**src/rtl/mux_nx1_rr_stage.sv**
```systemverilog
// N:1 channel multiplexer with a single registered output stage.
// Channel choice is either a fixed select or round-robin arbitration.
// The output register is valid/ready handshaked, so a new word can load
// in the same cycle the held word is consumed (full throughput).
module mux_nx1_rr_stage #(
   parameter int WIDTH    = 8,
   parameter int CHANNELS = 4,
   parameter int SEL_W    = 2
) (
   input  logic                      clk,
   input  logic                      rst,
   input  logic                      mode,
   input  logic [SEL_W-1:0]          s,
   input  logic [CHANNELS*WIDTH-1:0] a,
   input  logic [CHANNELS-1:0]       a_valid,
   output logic [CHANNELS-1:0]       a_ready,
   output logic [WIDTH-1:0]          y,
   output logic                      y_valid,
   input  logic                      y_ready,
   output logic [SEL_W-1:0]          y_chan
);

   // Output stage state and round-robin pointer
   logic [WIDTH-1:0] y_p1;
   logic [SEL_W-1:0] chan_p1;
   logic             vld_p1;
   logic [SEL_W-1:0] ptr;

   // Stage 0 arbitration results
   logic             reg_free_p0;
   logic             gnt_vld_p0;
   logic [SEL_W-1:0] gnt_idx_p0;
   logic [WIDTH-1:0] gnt_data_p0;
   logic             xfer_p0;
   logic [SEL_W-1:0] ptr_nxt;

   // ---------------- stage 0: grant selection (combinational) ----------------

   // Pick the candidate channel: fixed select or first valid at/after ptr
   always_comb begin
      int  cand;
      logic found;
      gnt_vld_p0 = 1'b0;
      gnt_idx_p0 = '0;
      cand       = 0;
      found      = 1'b0;
      if (!mode) begin
         // Selects beyond the channel count never grant
         if ((int'(s) < CHANNELS) && a_valid[s]) begin
            gnt_vld_p0 = 1'b1;
            gnt_idx_p0 = s;
         end
      end else begin
         for (int i = 0; i < CHANNELS; i++) begin
            cand = int'(ptr) + i;
            if (cand >= CHANNELS) begin
               cand = cand - CHANNELS;
            end
            if (!found && a_valid[cand]) begin
               found      = 1'b1;
               gnt_vld_p0 = 1'b1;
               gnt_idx_p0 = SEL_W'(cand);
            end
         end
      end
   end

   // Handshake: register may accept when empty or being drained this cycle
   always_comb begin
      reg_free_p0 = !vld_p1 || y_ready;
      xfer_p0     = reg_free_p0 && gnt_vld_p0 && !rst;
      a_ready     = xfer_p0 ? (CHANNELS'(1) << gnt_idx_p0) : '0;
      gnt_data_p0 = a[int'(gnt_idx_p0)*WIDTH +: WIDTH];
      ptr_nxt     = (gnt_idx_p0 == SEL_W'(CHANNELS-1)) ? '0 : gnt_idx_p0 + SEL_W'(1);
   end

   // ---------------- stage 1: output register ----------------

   // Load granted word, drop valid when nothing granted, hold under backpressure
   always_ff @(posedge clk) begin
      if (rst) begin
         vld_p1  <= 1'b0;
         y_p1    <= '0;
         chan_p1 <= '0;
         ptr     <= '0;
      end else if (reg_free_p0) begin
         vld_p1 <= xfer_p0;
         if (xfer_p0) begin
            y_p1    <= gnt_data_p0;
            chan_p1 <= gnt_idx_p0;
            // Only round-robin transfers advance the fairness pointer
            if (mode) begin
               ptr <= ptr_nxt;
            end
         end
      end
   end

   assign y       = y_p1;
   assign y_chan  = chan_p1;
   assign y_valid = vld_p1;

endmodule
```
**config.mk**
```make
export PLATFORM = sky130hd
export DESIGN_NAME = mux_nx1_rr_stage
export DESIGN_NICKNAME = d
export VERILOG_FILES = /design/src/rtl/mux_nx1_rr_stage.sv
export SDC_FILE = /design/constraint.sdc
export NUM_CORES = 1
export LEC_CHECK = 0
export ABC_AREA = 0
export CAP_MARGIN = 20
export CORE_UTILIZATION = 39
export DETAILED_ROUTE_END_ITERATION = 10
export GPL_TIMING_DRIVEN = 0
export PLACE_DENSITY = 0.77
export SYNTH_ARGS = -nofsm -noshare
export SYNTH_HDL_FRONTEND = slang
export SYNTH_SLANG_ARGS = --single-unit
export TNS_END_PERCENT = 20
```
**constraint.sdc**
```tcl
create_clock -name clk -period 3.9 [get_ports clk]
set_clock_uncertainty 0.2 [all_clocks]
set_input_delay 1.17 -clock clk [delete_from_list [all_inputs] [get_ports clk]]
set_output_delay 1.17 -clock clk [all_outputs]
set_load 0.05 [all_outputs]
```
* Yosys cells after proc, flatten, opt, wreduce, memory -nomap -nowiden *
Cells that the tools add are included.

word-level totals
  bits in read-only memories = 0
  logic and storage cells = 78
  output and inout bits = 15
  bits of input ports = 42
  bits in latches = 0
  memory bits (writable) = 0
  register bits after elaboration = 13
  memories = 0

operators by class
  reduce and logical (&&, ||, !) cells = 13
  bitwise gates (word level) = 0
  shifts and indexed selects = 2
  div/mod/pow operators = 0
  multiplexer cells = 41
  equality and inequality tests = 1
  $lt $le $gt $ge = 9
  multiply operators = 0
  $add $sub $neg = 8

operators with widths
  cell                                                                            count
  32-bit 2-to-1 mux                                                               8
  32-bit by 4-bit less-than comparator with 1-bit output (second input constant)  4
  32-bit by 6-bit indexed part select with 8-bit output                           1
  1-bit 2-to-1 mux                                                                20
  2-bit 2-to-1 mux                                                                7
  3-bit by 3-bit subtractor with 4-bit output (second input constant)             3
  1-bit binary-select mux with 2-bit select                                       5
  3-bit >= comparator (second input constant)                                     3
  2-bit by 2-bit adder with 3-bit output (second input constant)                  2
  1-bit logical AND                                                               5
  1-bit zero test                                                                 5
  4-bit 2-to-1 mux                                                                1
  1-bit by 2-bit << shifter with 4-bit output (first input constant)              1
  2-bit by 3-bit subtractor with 4-bit output (second input constant)             1
  2-bit by 1-bit adder with 3-bit output (second input constant)                  1
  2-bit by 3-bit >= comparator with 1-bit output (second input constant)          1
  2-bit by 3-bit less-than comparator with 1-bit output (second input constant)   1
  3-bit AND reduction                                                             1
  2-bit by 1-bit adder with 2-bit output (second input constant)                  1
  2-bit equality test (second input constant)                                     1
  2-bit AND reduction                                                             1
  1-bit logical OR                                                                1

* Longest topological paths before layout *
  word-level depth = 23
  mapped depth = 9
  depth with buffers taken out = 8

* Worst setup path after synthesis *
Ideal clock, no wire load.

  path type = input-to-output
  from = input port mode
  to = output port a_ready[3]
  data required time = 2.530 ns
  stages on the path = 8
  path slack = -1.207 ns
  data arrival time = 3.737 ns
  cell sequence = clkbuf_1 inv_2 a221oi_4 a21boi_4 inv_4 ha_1 inv_1 nor4_1

between the ends
  word-level cells in the longest chain between the ends = 4
  elaborated cells between the ends (all ways) = 6
  those cells by class = shift (1); mux (3); reduce/logical (2)

ends and longest elaborated chain
  item                             RTL line  source
  from (decl)                      12        input logic mode,
  1-bit 2-to-1 mux                 47        if (!mode) begin
  1-bit logical AND (2 in series)  71        xfer_p0 = reg_free_p0 && gnt_vld_p0 && !rst;
  4-bit 2-to-1 mux *               72        a_ready = xfer_p0 ? (CHANNELS'(1) << gnt_idx_p0) : '0;
  to (decl)                        16        output logic [CHANNELS-1:0] a_ready,

Every way passes the cells marked *; elsewhere a longest branch is shown, timed or not.

* Final worst setup path *
  from = input port a_valid[2]
  to = output port a_ready[3]

between the ends
  word-level cells in the longest chain between the ends = 20
  elaborated cells between the ends (all ways) = 41
  those cells by class = shift (1); mux (32); reduce/logical (8)

ends and longest elaborated chain
  item                                                  RTL line  source
  from (decl)                                           15        input logic [CHANNELS-1:0] a_valid,
  1-bit binary-select mux with 2-bit select             59        if (!found && a_valid[cand]) begin
  1-bit 2-to-1 mux (not written as such) (2 in series)  59
  1-bit 2-to-1 mux                                      59
  1-bit 2-to-1 mux                                      47
  1-bit zero test                                       59
  1-bit logical AND                                     59
  1-bit 2-to-1 mux                                      59
  1-bit 2-to-1 mux                                      47
  (+2 left out)                                         -
  1-bit 2-to-1 mux                                      59
  1-bit 2-to-1 mux                                      47
  1-bit zero test                                       59
  1-bit logical AND                                     59
  1-bit 2-to-1 mux                                      59
  1-bit 2-to-1 mux                                      47
  1-bit logical AND (2 in series)                       71
  4-bit 2-to-1 mux *                                    72

Every way passes the cells marked *; elsewhere a longest branch is shown, timed or not. The select of a mux whose other input is x is not followed.

==> results.cfg <==
[floorplanning]
fp.dieW_um = 54.6
core_area_um2 = 2540
die_area_um2 = 2980
start_util = 0.424
ios = 57
dieHeight_um = 54.6
row_count = 18

[setup_path]
r2r_start = ptr[1]
cp.arrival_ps = 2560
crit_path_start_kind = primary input
r2r_cells = 6
required_ps = 2530
critPathLaunch = a_valid[2]
r2r_slack_ps = 1710
cp_max_fo = 7
cp-end-kind = output port
r2r-end = y[1]
cp-endpoint = a_ready[3]
path_class = in2out

[sta]
tightest_slew_ps = 524
finalCriticalPeriod_ps = 3930
fin_crit_sh = 1.01
fin_hold_ws_ps = 308
hold_viol = 0
maxSlewViolCount = 0
fin_ws_ps = -33.8
rsz0062_at_grt = yes
relSlewSlack = 0.650
setup_viol = 4
fmax_mhz = 254

[synthesis]
synth_async_sr_flop_share = 0
ys_ff_latch = 13
synthTopCellsByCount = 16 x a221oi_2, 13 x dfxtp_1, 12 x a21oi_1
synth_top_area_share = 0.241
synth_cell_types = 38
syn_nets = 152
synth_edf_count = 0
syn-cell-area_um2 = 1080
yosysSeqAreaShare = 0.241
ys_warn_count = 0
syn_area_per_cell_um2 = 9.91
syn_inst = 109
ys.flop_type = dfxtp_1
synth_most_common_cell = a221oi_2
yosys-top-cells-area = dfxtp_1 24%, a221oi_2 22%, mux2i_1 8.3%
synth_top_area_cell = dfxtp_1

[clock_network]
htreeDepth = 1
clock_latency_ps = 270
cts_inserted_buffers = 3
root_buffer = clkbuf_4
cts.clk_slew.worst_paths_ps = 80
cts.sinks = 13
cts_buffer_depth = 2
cts_tree = done

[layout]
n_antenna_cell = 0
area_growth_pct = 77.1
finalNonFillerCells = 212
drive_above_1_share = 0.385
fin_nets = 226
num-fill-cells = 192
stdcell_area_um2 = 1910
fin_util = 0.751

[status]
violations = setup timing
status = finished, violations left

[global_route]
grt_max_degree = 11
grt_pass1_wl_mm = 5.67
grt_pass1_vias = 1207
grt.total_usage = 0.268
gr-total-overflow = 0
antenna_found_initial = 0

[placement]
io_buffer_count = 54
hpwl_mm = 2.54
routabilityCongestion = 0.702
place_inst = 193
placed_area_um2 = 1690

[route]
wl_per_cell_um = 17.5
drtAntennaViolNets = 0
routed_via_density = 5.64
drc = 0
vias = 1196
wl_mm = 3.72
dr.pass1.iters = 4
drt_iter0_drc = 20

[pwr]
powerDensity_nw_per_um2 = 287
p_leak_nw = 0.790
ir_worst_vdd_uv = 239
power.total_uw = 548

[flow_run]
cap_violations = 0

[worst_hold_path]
hp-class = reg2reg
## sequential cells by signal (all words and copies together), names as in the netlist
signal / cells
ptr: 2
y: 8
y_valid: 1
y_chan: 2
## power breakdown
| group | internal (mW) | total [mW] | switching (mW) |
|---|---|---|---|
| logic | 0.143 | 0.308 | 0.165 |
| registers | 0.149 | 0.159 | 0.00935 |
| clock network | 0.0396 | 0.0821 | 0.0425 |
## layout make-up
cell class,count,area (µm²),share of cell area
Tap cell,30,37.5,0.0196
Timing Repair Buffer,69,663,0.347
Clock buffer,4,26.3,0.0137
Sequential cell,13,260,0.136
Multi-Input combinational cell,82,827,0.433
Buffer,7,63.8,0.0334
Inverter,7,33.8,0.0177
## routing by layer
metal	vias up	global-route usage	routed length, µm
met2	48	0.454	1880
met1	574	0.339	1580
met4	0	0.107	65
met5	-	0	0
met3	6	0.0333	197
li1	568	-	-
## placed cells by master (no fill, tap or decap), types with 2 or more instances in the layout
cell             instances
and2_1                   8
buf_8                    3
a221oi_2                16
a21oi_1                 12
o21ai_1                  2
inv_1                    3
mux2_4                   3
clkbuf_4                 4
buf_6                    8
nand2_1                  5
clkdlybuf4s50_1         44
nor2_1                   4
mux2i_1                  9
dfxtp_1                 13
buf_4                   15
buf_2                    3
## repair_timing
item                                    in CTS  in global routing
hold buffers                                 0                  0
pin swaps                                    8                  1
setup buffers                               15                  0
endpoints found under the setup margin       4                  4
resized for setup                           76                  3
## cell families (layout without fill, tap and decap cells)
| kind of cell | after synthesis | count (layout) | share of synthesized area |
|---|---|---|---|
| AND/OR/NAND/NOR | 29 | 29 | 0.156 |
| adder cells (fa/ha/maj) | 1 | 1 | 0.0116 |
| buffers and inverters | 14 | 87 | 0.0683 |
| flip-flops | 13 | 13 | 0.241 |
| AO/OA/AOI/OAI | 39 | 39 | 0.387 |
| multiplexers | 13 | 13 | 0.136 |
## stage by stage
stage | worst slack [ps] | TNS, ps
floorplan | -332 | -884
global placement | -1430 | -5010
detailed placement | -1490 | -5150
CTS | -18.3 | -34.0
global route | -84.9 | -289
finish | -33.8 | -99.6
## critical path, stage by stage
cell and delay [ps]:
buf_6 110, nor2b_4 130, a221o_1 340, a31o_4 270, buf_8 140, ha_4 160
inv_4 60, nor4_4 30, buf_6 150
## worst min-delay path by stage
stage                     cells past startpoint  startpoint         to  slack (ps)
after floorplan                               2      ptr[1]     ptr[1]         280
after global placement                        2   y_chan[1]  y_chan[1]         280
after detailed placement                      2   y_chan[1]  y_chan[1]         300
after CTS                                     2   y_chan[1]  y_chan[1]         320
after global routing                          2   y_chan[1]  y_chan[1]         350
final                                         2   y_chan[1]  y_chan[1]         310
No activity file was read; power rests on OpenSTA's default activity.
